File: src/rtl/dmem_lsu_ctrl.sv
// Load/store sequencer: byte-addressed core port to word-addressed data memory.
// Splits word-crossing accesses into two beats and extends load data.
module dmem_lsu_ctrl #(
    parameter int unsigned ADDR_WIDTH     = 15,
    parameter bit          ALLOW_MISALIGN = 1'b1
) (
    input  logic                  clk,
    input  logic                  rst_n,
    input  logic                  req_valid,
    output logic                  req_ready,
    input  logic                  req_we,
    input  logic [1:0]            req_size,
    input  logic                  req_unsigned,
    input  logic [31:0]           req_addr,
    input  logic [31:0]           req_wdata,
    output logic                  resp_valid,
    output logic [31:0]           resp_rdata,
    output logic                  resp_err,
    output logic                  mem_we,
    output logic [3:0]            mem_be,
    output logic [2:0]            mem_op_read,
    output logic [ADDR_WIDTH-1:0] mem_addr,
    output logic [31:0]           mem_wdata,
    input  logic [31:0]           mem_rdata
);

    typedef enum logic [1:0] {IDLE, BEAT1, BEAT2, RESP} state_e;

    state_e                state_q, state_d;
    logic                  we_q, we_d;
    logic [1:0]            size_q, size_d;
    logic                  uns_q, uns_d;
    logic [1:0]            off_q, off_d;
    logic [7:0]            sh_q, sh_d;
    logic [ADDR_WIDTH-1:0] wa_q, wa_d;
    logic [31:0]           wdata_q, wdata_d;
    logic                  err_q, err_d;
    logic [31:0]           lo_q, lo_d;
    logic [31:0]           hi_q, hi_d;

    logic       accept;
    logic [3:0] mask_in;
    logic [7:0] sh_in;
    logic       cross_in;
    logic       cross_q;
    logic [5:0] lo_shamt;
    logic [5:0] hi_shamt;
    logic [31:0] merged;
    logic [31:0] ext;
    logic        unused_addr_bits;

    assign unused_addr_bits = ^req_addr[31:ADDR_WIDTH+2];

    assign accept   = req_valid && (state_q == IDLE);
    assign mask_in  = (req_size == 2'd0) ? 4'h1 : (req_size == 2'd1) ? 4'h3 : 4'hF;
    assign sh_in    = {4'b0, mask_in} << req_addr[1:0];
    assign cross_in = |sh_in[7:4];
    assign cross_q  = |sh_q[7:4];
    assign lo_shamt = {1'b0, off_q, 3'b000};
    assign hi_shamt = 6'd32 - lo_shamt;

    always_ff @(posedge clk or negedge rst_n) begin
        if (!rst_n) begin
            state_q <= IDLE;
        end else begin
            state_q <= state_d;
        end
    end

    always_comb begin
        state_d = state_q;
        case (state_q)
            IDLE:    if (accept) state_d = (cross_in && !ALLOW_MISALIGN) ? RESP : BEAT1;
            BEAT1:   state_d = cross_q ? BEAT2 : RESP;
            BEAT2:   state_d = RESP;
            RESP:    state_d = IDLE;
            default: state_d = IDLE;
        endcase
    end

    always_ff @(posedge clk or negedge rst_n) begin
        if (!rst_n) begin
            we_q    <= 1'b0;
            size_q  <= '0;
            uns_q   <= 1'b0;
            off_q   <= '0;
            sh_q    <= '0;
            wa_q    <= '0;
            wdata_q <= '0;
            err_q   <= 1'b0;
            lo_q    <= '0;
            hi_q    <= '0;
        end else begin
            we_q    <= we_d;
            size_q  <= size_d;
            uns_q   <= uns_d;
            off_q   <= off_d;
            sh_q    <= sh_d;
            wa_q    <= wa_d;
            wdata_q <= wdata_d;
            err_q   <= err_d;
            lo_q    <= lo_d;
            hi_q    <= hi_d;
        end
    end

    always_comb begin
        we_d    = we_q;
        size_d  = size_q;
        uns_d   = uns_q;
        off_d   = off_q;
        sh_d    = sh_q;
        wa_d    = wa_q;
        wdata_d = wdata_q;
        err_d   = err_q;
        lo_d    = lo_q;
        hi_d    = hi_q;
        if (accept) begin
            we_d    = req_we;
            size_d  = req_size;
            uns_d   = req_unsigned;
            off_d   = req_addr[1:0];
            sh_d    = sh_in;
            wa_d    = req_addr[ADDR_WIDTH+1:2];
            wdata_d = req_wdata;
            err_d   = cross_in && !ALLOW_MISALIGN;
        end
        if (state_q == BEAT1) lo_d = mem_rdata;
        if (state_q == BEAT2) hi_d = mem_rdata;
    end

    // Crossing implies off != 0, so hi_shamt never reaches 32 when the hi term is used.
    always_comb begin
        merged = (lo_q >> lo_shamt) | (cross_q ? (hi_q << hi_shamt) : 32'h0);
        case (size_q)
            2'd0:    ext = {{24{merged[7] & ~uns_q}}, merged[7:0]};
            2'd1:    ext = {{16{merged[15] & ~uns_q}}, merged[15:0]};
            default: ext = merged;
        endcase
    end

    always_comb begin
        req_ready   = (state_q == IDLE);
        resp_valid  = 1'b0;
        resp_rdata  = '0;
        resp_err    = 1'b0;
        mem_we      = 1'b0;
        mem_be      = '0;
        mem_op_read = 3'b010;
        mem_addr    = '0;
        mem_wdata   = '0;
        case (state_q)
            BEAT1: begin
                mem_we    = we_q;
                mem_be    = sh_q[3:0];
                mem_addr  = wa_q;
                mem_wdata = wdata_q << lo_shamt;
            end
            BEAT2: begin
                mem_we    = we_q;
                mem_be    = sh_q[7:4];
                mem_addr  = wa_q + ADDR_WIDTH'(1);
                mem_wdata = wdata_q >> hi_shamt;
            end
            RESP: begin
                resp_valid = 1'b1;
                resp_err   = err_q;
                resp_rdata = (we_q || err_q) ? 32'h0 : ext;
            end
            default: ;
        endcase
    end

endmodule

File: config.mk
export PLATFORM = sky130hd
export DESIGN_NAME = dmem_lsu_ctrl
export DESIGN_NICKNAME = d
export VERILOG_FILES = /design/src/rtl/dmem_lsu_ctrl.sv
export SDC_FILE = /design/constraint.sdc
export NUM_CORES = 1
export LEC_CHECK = 0
export ABC_AREA = 1
export BUFFER_PORTS_ARGS = -buffer_cell sky130_fd_sc_hd__buf_2
export CORE_UTILIZATION = 45
export CTS_BUF_LIST = sky130_fd_sc_hd__clkbuf_8
export DETAILED_ROUTE_END_ITERATION = 6
export GPL_TIMING_DRIVEN = 0
export PLACE_DENSITY_LB_ADDON = 0.05
export SYNTH_ARGS = -nofsm -noshare
export SYNTH_HDL_FRONTEND = slang
export SYNTH_SLANG_ARGS = --single-unit
File: constraint.sdc
create_clock -name clk -period 2.3 [get_ports clk]
set_input_delay 0.23 -clock clk [delete_from_list [all_inputs] [get_ports clk]]
set_output_delay 0.23 -clock clk [all_outputs]
set_load 0.02 [all_outputs]
==> metrics.cfg, run 1 <==
[outcome]
status=finished with violations
violations=setup timing

[logic_synthesis]
synth_top_area_frac=0.3859
seq_area_frac_synth=0.3859
synth-xor-area-share=0
synth-edff-count=0
synth_most_common_cell=nand2_1
synth_area_leader_cell=dfrtp_1
synth_area_um2=8172
synth_ff_type=dfrtp_1
synthMuxAreaShare=0
synth.distinct_cells=38
synth-seq-cells=126
synth_common_cells=nand2_1 (470), dfrtp_1 (126), o21ai_0 (121)
synth_warnings=0
yosys-top-cells-area=dfrtp_1 (39%), nand2_1 (22%), o21ai_0 (7.4%), nand3_1 (6.1%), inv_1 (5.5%)
synth_top_family_by_area=simple AND/OR/NAND/NOR gates
synthSimpleGateAreaFrac=0.3177
synth-compound-area-share=0.1712
postSynthCellCount=1233
synth_fa_ha_area_frac=0.009187
syn_area_per_cell_um2=6.627
synthArstFlopShare=1.000

[setup_path]
path_cells=buf_6 -> inv_6 -> buf_8 -> buf_8 -> buf_8 -> ha_4 -> nor2_4 -> buf_6 -> nand2_8 -> buf_6 -> or2_1 -> a31oi_2 -> buf_4
crit_required_ps=2070
critPathMaxFanout=5
reg2reg_depth=9
timing.rr.end=wdata_q[23]
cp-start-kind=flop
worstSetupPathType=flop to output port
end_kind=output port
arrival_ps=2610
crit_slowest_cell=dfrtp_1
reg2reg_from=state_q[0]
critPathMaxStageDelay_ps=340
r2r_setup_slack_ps=300

[global_route]
grt_usage=0.3510
gr-total-overflow=0
grt_pass1_wl_um=49100
grt_max_degree=89
grt_pass1_vias=9337
antenna_found_initial=1

[hold_path]
hold_end=hi_q[20]
hp-start=mem_rdata[20]
hold_class=primary input to flop
hold_depth=3

[power_and_ir_drop]
irDropWorstVdd_mv=0.6980
power.leakage_nw=5.998
finalPower_mw=20.32
power-per-cell-area_nw_per_um2=1630

[timing]
timing.hold.ws_ps=8.388
max_slew_margin=0.4426
fin_ws_ps=-541.2
worst_pin_slew_ps=836.1
finalCriticalPeriod_ps=2841
final-setup-viol-count=69
fin_skew_ps=13.95
drv_slew=0
rsz0062_at_grt=true
hold_viol=0
fin_crit_sh=1.235
max_freq_ghz=0.3520

[placement]
place_ws_ps=-477.9
post_dp_cell_area_um2=9598
place_inst=1634
port_buffers=173
place.gp.congestion=0.9653
dp_hpwl_um=21450

[cells_and_area]
seqCellArea_um2=3154
fillers=1449
area_delta_synth_final_pct=52.55
final_layout_size_suffix_gt1_frac=0.3181
multi_input_area_um2=5036
layout.nets=1647
post_layout_nonfiller_instances=1776
fin_area_um2=12470

[cts]
cts_max_path_buffers=2
cts_root_buf=clkbuf_8
cts_sinks=126
cts_buffers=17
clk_latency_ps=470
cts_htree_levels=4
cts_tree=built
clk_pin_slew_ps=80

[routing]
routed_wl_um=32640
viasPerCell=5.582
drtPass1Iterations=6
drtIter0Drc=888
drc_errors=0
wire_per_inst_um=18.38
num_vias=9913
drtAntennaViolNets=0

[die]
rows=48
initial_core_util=0.4660
die_area_um2=18700
die_h_um=136.8
die_w_um=136.8
coreArea_um2=17540
ios=193

[flow_run]
maxCapViolations=0

report_power, final:
part,total [mW],switching (mW),internal (mW)
sequential,4.23,0.929,3.30
clock,2.22,0.969,1.25
combinational,13.9,8.60,5.27
total,20.3,10.5,9.82
timing repair:
action,CTS,global route
gates cloned,4,1
endpoints found under the setup margin,84,81
hold buffers,71,0
resized for setup,251,164
endpoints found under the hold margin,126,0
pin swaps,55,43
buffers inserted,26,13
metal layers:
| layer | part of all wire | track usage | wire length (um) |
|---|---|---|---|
| met1 | 0.39 | 0.4340 | 12760 |
| met2 | 0.48 | 0.5674 | 15590 |
| met3 | 0.070 | 0.05148 | 2296 |
| met4 | 0.061 | 0.2364 | 1996 |
| met5 | 0 | 0 | 0 |
critical path, delay by kind of cell (launching register included):
kind	cells	cell delay [ps]
AOI/OAI and AO/OA	1	160
adders and majority gates	1	260
buffers and inverters	8	920
DFF	1	340
and+or+nand+nor	3	450
state kept, by name, summed over array words and instances, names as in the netlist:
name     count
hi_q        32
lo_q        32
off_q        2
sh_q         7
size_q       2
state_q      2
uns_q        1
wa_q        15
wdata_q     32
we_q         1
per-stage QoR:
step | utilization | TNS (ps)
after floorplan | - | -9.086
after global placement | 0.5454 | -119540
after detailed placement | 0.5473 | -21260
after CTS | 0.6757 | -26590
after global routing | 0.7108 | -33650
final | 0.7108 | -28610
worst max-delay path by stage:
stage	from	to	slack, ps
final	off_q[0]	mem_wdata[21]	-540
after global routing	off_q[0]	resp_rdata[10]	-620
after CTS	off_q[0]	mem_wdata[2]	-520
after detailed placement	off_q[0]	mem_wdata[15]	-480
after global placement	rst_n	wdata_q[27]	-800
after floorplan	off_q[0]	mem_wdata[0]	-9
cell families after synthesis:
logic type	after synthesis
other	2
DFF	126
and+or+nand+nor	633
adders and majority gates	6
buffers and inverters	208
AOI/OAI and AO/OA	258
area by class of cell:
type | instances | share of cell area
multi-input combinational | 901 | 0.4040
sequential | 126 | 0.2530
timing repair buffer | 287 | 0.1973
buffer | 76 | 0.04436
inverter | 129 | 0.04316
tap | 225 | 0.02258
clock buffer | 20 | 0.02208
clock inverter | 11 | 0.01325
antenna | 1 | 0.0002007
layout by cell type, fill, tap and decap left out, types with 8 or more instances in the layout:
cell type      instances
nand2_1              445
dfrtp_1              125
buf_2                108
o21ai_0               94
inv_1                 90
buf_6                 80
dlygate4sd3_1         71
nand3_1               67
buf_4                 52
a21oi_1               37
nor2_1                31
inv_2                 29
nand3_2               28
a21oi_2               24
clkbuf_1              22
o21ai_1               21
clkbuf_8              21
nand2_2               18
o211ai_1              14
nand2_4               11
buf_8                 11
o21ai_2               10
a31oi_2               10
a21oi_4                9
o22ai_1                8
Power figures use the tool's default switching activity.
==> run 2: changes to the inputs <==
--- a/config.mk
+++ b/config.mk
@@ -12,6 +12,7 @@
 export DETAILED_ROUTE_END_ITERATION = 6
 export GPL_TIMING_DRIVEN = 0
 export PLACE_DENSITY_LB_ADDON = 0.05
+export REMOVE_ABC_BUFFERS = 1
 export SYNTH_ARGS = -nofsm -noshare
 export SYNTH_HDL_FRONTEND = slang
 export SYNTH_SLANG_ARGS = --single-unit
==> run 2 against run 1 <==
Net effect:
- the flow still finishes with violations (setup timing)
- register-to-register slack worse by 90 ps
- setup slack better by 150 ps
- die area unchanged
- clock skew about the same
- design area down 9.2%
- largest cell class unchanged
- highest routed layer unchanged
==> metrics.cfg, run 2 (synthesis results as in run 1) <==
[timing]
fin_crit_sh=1.170  ; -0.06514
fin_ws_ps=-391.4  ; +149.8 ps
final-setup-viol-count=64  ; -7.2%
finalCriticalPeriod_ps=2691  ; -149.8 ps
hold_viol=0  ; unchanged
fin_skew_ps=13.72  ; -0.2292 ps
max_slew_margin=0.6085  ; +0.1659
max_freq_ghz=0.3716  ; +5.6%
rsz0062_at_grt=true
drv_slew=0  ; unchanged
worst_pin_slew_ps=586.0  ; -250.1 ps

[routing]
drtPass1Iterations=6  ; unchanged
drtAntennaViolNets=0  ; unchanged
num_vias=9247  ; -6.7%
viasPerCell=5.430  ; -2.7%
drtIter0Drc=826  ; -7.0%
drc_errors=0  ; unchanged
wire_per_inst_um=17.33  ; -5.7%
routed_wl_um=29520  ; -9.6%

[die]
coreArea_um2=17540  ; unchanged
initial_core_util=0.4660  ; unchanged
ios=193  ; unchanged
die_w_um=136.8  ; unchanged
die_h_um=136.8  ; unchanged
rows=48  ; unchanged
die_area_um2=18700  ; unchanged

[cells_and_area]
final_util=0.6454  ; -0.06542
top_regs=hi_q (32), lo_q (32), wdata_q (32)
post_layout_nonfiller_instances=1703  ; -4.1%
mostFrequentLayoutCell=nand2_1
fillers=1623  ; +12%
final_layout_size_suffix_gt1_frac=0.2551  ; -0.06299
layout.nets=1574  ; -4.4%
area_delta_synth_final_pct=38.51
final_cell_mix=nand2_1 (447), dfrtp_1 (122), buf_2 (113), o21ai_0 (111), inv_1 (103)
antennaDiodeCount=0  ; -1

[placement]
place.gp.congestion=0.8601  ; -11%
dp_hpwl_um=15820  ; -26%
place_inst=1558  ; -4.7%
port_buffers=173  ; unchanged

[setup_path]
crit_start=off_q[0]
crit_required_ps=2070  ; about the same
cp-start-kind=flop
worstSetupPathType=flop to output port
reg2reg_from=state_q[0]
arrival_ps=2460  ; -150 ps
r2r_setup_slack_ps=210  ; -90 ps
critPathMaxFanout=11  ; +6
end_kind=output port

[cts]
clk_latency_ps=460  ; about the same
clk_pin_slew_ps=80  ; about the same
cts_max_path_buffers=2  ; unchanged
cts_buffers=17  ; unchanged
cts_root_buf=clkbuf_8
cts_htree_levels=4  ; unchanged
cts_sinks=126  ; unchanged
cts_tree=built

[global_route]
grt_pass1_wl_um=45150  ; -8.0%
grt_pass1_vias=8401  ; -10%
grt_usage=0.3185  ; -0.03245
grt_max_degree=88  ; -1.1%
antenna_found_initial=0  ; -1
gr-total-overflow=0  ; unchanged

[flow_run]
maxCapViolations=0  ; unchanged

[outcome]
status=finished with violations
violations=setup timing

[power_and_ir_drop]
power-per-cell-area_nw_per_um2=1610  ; -1.3%
irDropWorstVdd_mv=0.9337  ; +34%
power.leakage_nw=5.571  ; -7.1%
finalPower_mw=18.22  ; -10%

[hold_path]
hp-start=req_wdata[22]
hold_class=primary input to flop

==> run 2: cell types whose count changed in the layout (fill, tap and decap cells not counted), moves of 13 or more <==
cell / previous run / this run
a21oi_1: 37 / 50
inv_1: 90 / 103
inv_2: 29 / 15
o21ai_0: 94 / 111
buf_6: 80 / 35
clkbuf_1: 22 / 0
nand3_1: 67 / 94
nand3_2: 28 / 2
==> run 2: where the power goes <==
group / switching, mW / internal [mW]
logic: 7.84 / 4.22
clock network: 0.950 / 1.08
registers: 0.811 / 3.32
==> run 2: worst max-delay path, cell delays in order (launching register included) <==
cell and delay [ps]:
dfrtp_4 500, buf_16 150, inv_16 50, buf_4 220
nand2_1 100, nand3_1 160, nand3_4 150, nand2_8 150
nand3_4 210, nand2_2 150, inv_2 50, buf_6 120
==> run 2: per-layer routing <==
| metal | up-vias | GRT usage | share of wire |
|---|---|---|---|
| met4 | 0 | 0.1043 | 0.022 |
| li1 | 4443 | - | - |
| met1 | 4345 | 0.4419 | 0.45 |
| met3 | 58 | 0.04519 | 0.071 |
| met2 | 401 | 0.5090 | 0.46 |
| met5 | - | 0 | 0 |
==> run 2: path summary, 6_finish.rpt <==
path	end	cells after the start
min reg2reg	hi_q[28]	2
max in group asynchronous	off_q[0]	3
min in group asynchronous	hi_q[25]	2
min	wdata_q[22]	3
max	resp_rdata[26]	11
max reg2reg	wdata_q[27]	7
==> run 2: what timing repair did <==
action,CTS,global route
gates resized for setup,176,74
endpoints found under the setup margin,141,112
pin swaps,18,17
hold buffers,58,2
cloned,11,1
endpoints found under the hold margin,113,2
setup buffers,36,5
==> run 2: final cells by class <==
cell class,instances,area [um2],share of cell area
multi-input combinational,903,4547,0.4017
sequential,126,3163,0.2795
timing repair buffer,282,2298,0.2031
inverter,129,568.0,0.05019
tap,225,281.5,0.02487
clock buffer,18,247.7,0.02189
clock inverter,14,151.4,0.01338
timing repair inverter,6,61.31,0.005417
==> run 2: per-stage QoR <==
step                      worst slack [ps]  area, um2  hold slack [ps]  TNS, ps
final                               -391.4      11320            9.912   -17130
after floorplan                      -2606       7730           -65.59  -205730
after global placement               -5031       8877            426.4  -607790
after CTS                           -389.2      10960            1.453   -17750
after detailed placement             -2240       8996            170.6  -165200
after global routing                -452.8      11320            18.67   -22210
==> run 3: changes to the inputs <==
--- a/config.mk
+++ b/config.mk
@@ -5,7 +5,6 @@
 export SDC_FILE = /design/constraint.sdc
 export NUM_CORES = 1
 export LEC_CHECK = 0
-export ABC_AREA = 1
 export BUFFER_PORTS_ARGS = -buffer_cell sky130_fd_sc_hd__buf_2
 export CORE_UTILIZATION = 45
 export CTS_BUF_LIST = sky130_fd_sc_hd__clkbuf_8
==> run 3 against run 2 <==
Net effect:
- the flow still finishes with violations (setup timing)
- global-route usage shrank 4.2 points
- utilization grew 1.2 points
- sequential share of layout area shrank 0.31 points
- power grew 13%
- critical path type unchanged
- largest cell class unchanged
==> metrics.cfg, run 3 <==
[logic_synthesis]
synth-seq-cells=126  ; unchanged
synth_top_area_frac=0.3905  ; +0.004603
synthMuxAreaShare=0.2769  ; +0.2769
synth_warnings=0  ; unchanged
seq_area_frac_synth=0.3905  ; +0.004603
synth-xor-area-share=0  ; unchanged
synthSimpleGateAreaFrac=0.09281  ; -0.2249
synth_common_cells=mux2_2 (129), dfrtp_1 (126), mux2i_1 (76)
synth_area_leader_cell=dfrtp_1
synth-compound-area-share=0.1814  ; +0.01025
postSynthCellCount=770  ; -38%
synth_most_common_cell=mux2_2
synth_fa_ha_area_frac=0.009297  ; +0.0001096
synth_area_um2=8075  ; -1.2%
synth-edff-count=0  ; unchanged
syn_area_per_cell_um2=10.49  ; +58%
synth_top_family_by_area=multiplexers
synth_ff_type=dfrtp_1
synthArstFlopShare=1.000  ; unchanged
synth.distinct_cells=51  ; +34%
yosys-top-cells-area=dfrtp_1 (39%), mux2_2 (18%), mux2i_1 (9.4%), o21ai_0 (2.9%), nor2b_1 (2.6%)

[timing]
worst_pin_slew_ps=887.6  ; +301.6 ps
fin_tns_setup_ps=-33130  ; -16000 ps
rsz0062_at_grt=true
drv_slew=0  ; unchanged
finalCriticalPeriod_ps=2959  ; +267.2 ps
max_slew_margin=0.4083  ; -0.2002
fin_crit_sh=1.286  ; +0.1162
max_freq_ghz=0.3380  ; -9.0%
fin_skew_ps=7.939  ; -5.782 ps
final-setup-viol-count=68  ; +6.3%
hold_viol=0  ; unchanged
timing.hold.ws_ps=17.79  ; +7.876 ps
fin_ws_ps=-658.6  ; -267.2 ps

[placement]
place_inst=1099  ; -29%
place.gp.congestion=0.8049  ; -6.4%
post_dp_cell_area_um2=9050  ; +0.60%
port_buffers=173  ; unchanged
dp_hpwl_um=14540  ; -8.1%
place_ws_ps=-2691  ; -450.8 ps

[power_and_ir_drop]
finalPower_mw=20.55  ; +13%
power.leakage_nw=4.936  ; -11%
power-per-cell-area_nw_per_um2=1795  ; +11%
irDropWorstVdd_mv=0.8434  ; -9.7%

[global_route]
grt_pass1_wl_um=38590  ; -15%
grt_pass1_vias=6991  ; -17%
grt_usage=0.2769  ; -0.04165
met1_usage=0.3474  ; -0.09444
grt_use_met3=0.06301  ; +0.01783
grt_use_met2=0.4629  ; -0.04616
gr-total-overflow=0  ; unchanged
grt_max_degree=92  ; +4.5%
top_usage_layer=met2
antenna_found_initial=0  ; unchanged

[routing]
drtPass1Iterations=5  ; -1
routed_wl_um=26050  ; -12%
drtIter0Drc=576  ; -30%
wire_per_inst_um=20.97  ; +21%
viasPerCell=5.890  ; +8.5%
drc_errors=0  ; unchanged
drtAntennaViolNets=0  ; unchanged
num_vias=7315  ; -21%

[die]
die_area_um2=18490  ; -1.2%
coreArea_um2=17420  ; -0.68%
die_w_um=136.0  ; -0.58%
initial_core_util=0.4636  ; -0.002318
rows=48  ; unchanged
die_h_um=136.0  ; -0.58%
ios=193  ; unchanged

[outcome]
status=finished with violations
violations=setup timing

[cells_and_area]
final_cell_mix=mux2_2 (129), dfrtp_1 (121), buf_2 (106), buf_4 (85), mux2i_1 (71)
seqCellArea_um2=3164  ; about the same
top_regs=hi_q (32), lo_q (32), wdata_q (32)
post_layout_nonfiller_instances=1242  ; -27%
layout.nets=1113  ; -29%
fillers=1319  ; -19%
final_util=0.6574  ; +0.01199
multi_input_area_um2=5074  ; +12%
fin_area_um2=11450  ; +1.2%
area_delta_synth_final_pct=41.79
final_layout_size_suffix_gt1_frac=0.5089  ; +0.2538
mostFrequentLayoutCell=mux2_2

[setup_path]
path_cells=buf_16 -> inv_16 -> ha_4 -> buf_6 -> or3b_4 -> a21oi_4 -> buf_12 -> a22oi_2 -> nor2b_1 -> buf_4
end_kind=output port
arrival_ps=2730  ; +270 ps
worstSetupPathType=flop to output port
crit_family=buffers and inverters
critPathMaxStageDelay_ps=500  ; about the same
crit_required_ps=2070  ; about the same
crit_slowest_cell=dfrtp_4
path_buf_inv=5  ; unchanged
cp-start-kind=flop
critPathMaxFanout=5  ; -6

[cts]
cts_buffers=17  ; unchanged
cts_root_buf=clkbuf_8
clk_pin_slew_ps=80  ; about the same
cts_sinks=126  ; unchanged
cts_max_path_buffers=2  ; unchanged
clk_latency_ps=450  ; about the same
cts_tree=built
cts_htree_levels=4  ; unchanged

[hold_path]
hold_class=primary input to flop

[flow_run]
maxCapViolations=0  ; unchanged

## run 3: cell type report
cell class / instances / share of cell area
Multi-Input combinational cell: 566 / 0.4431
Sequential cell: 126 / 0.2764
Clock buffer: 17 / 0.02043
Clock inverter: 14 / 0.01901
Timing Repair inverter: 1 / 0.0007649
Inverter: 7 / 0.004590
Tap cell: 225 / 0.02459
Antenna cell: 1 / 0.0002186
Timing Repair Buffer: 285 / 0.2109
## run 3: cell families (layout without fill, tap and decap cells)
logic type | after synthesis | count (layout)
AOI/OAI and AO/OA | 207 | 207
adders and majority gates | 6 | 6
buffers and inverters | 85 | 324
DFF | 126 | 126
muxes | 206 | 206
other | 2 | 5
and+or+nand+nor | 138 | 143
## run 3: path summary, 6_finish.rpt
| kind | start | to | slack, ps | cells past startpoint |
|---|---|---|---|---|
| worst max-delay path | off_q[0] | mem_wdata[3] | -660 | 10 |
| worst min-delay path | mem_rdata[5] | lo_q[5] | 20 | 2 |
| worst max register to register | state_q[1] | wdata_q[3] | 330 | 5 |
| worst min register to register | sh_q[1] | sh_q[1] | 490 | 2 |
| max in group asynchronous | rst_n | off_q[1] | 1250 | 3 |
| min in group asynchronous | rst_n | wdata_q[29] | 240 | 2 |
## run 3: where the power goes
part	internal, mW	total [mW]	leakage, nW	switching, mW
combinational	6.70	13.7	3.23	6.96
clock	1.29	2.24	0.218	0.955
sequential	3.39	4.65	1.48	1.26
## run 3: layer usage
layer	share of wire	vias up	routed length, um
met5	0	-	0
met3	0.063	51	1643
li1	-	3350	-
met4	0.024	0	619
met2	0.49	298	12890
met1	0.42	3616	10900
## run 3: timing repair
action                     in CTS  in global routing
buffers inserted               35                 22
cloned                          9                  3
setup endpoints to repair      84                 81
hold endpoints to repair       68                 11
hold buffers                   33                 10
pin swaps                      20                 38
resized for setup             113                118
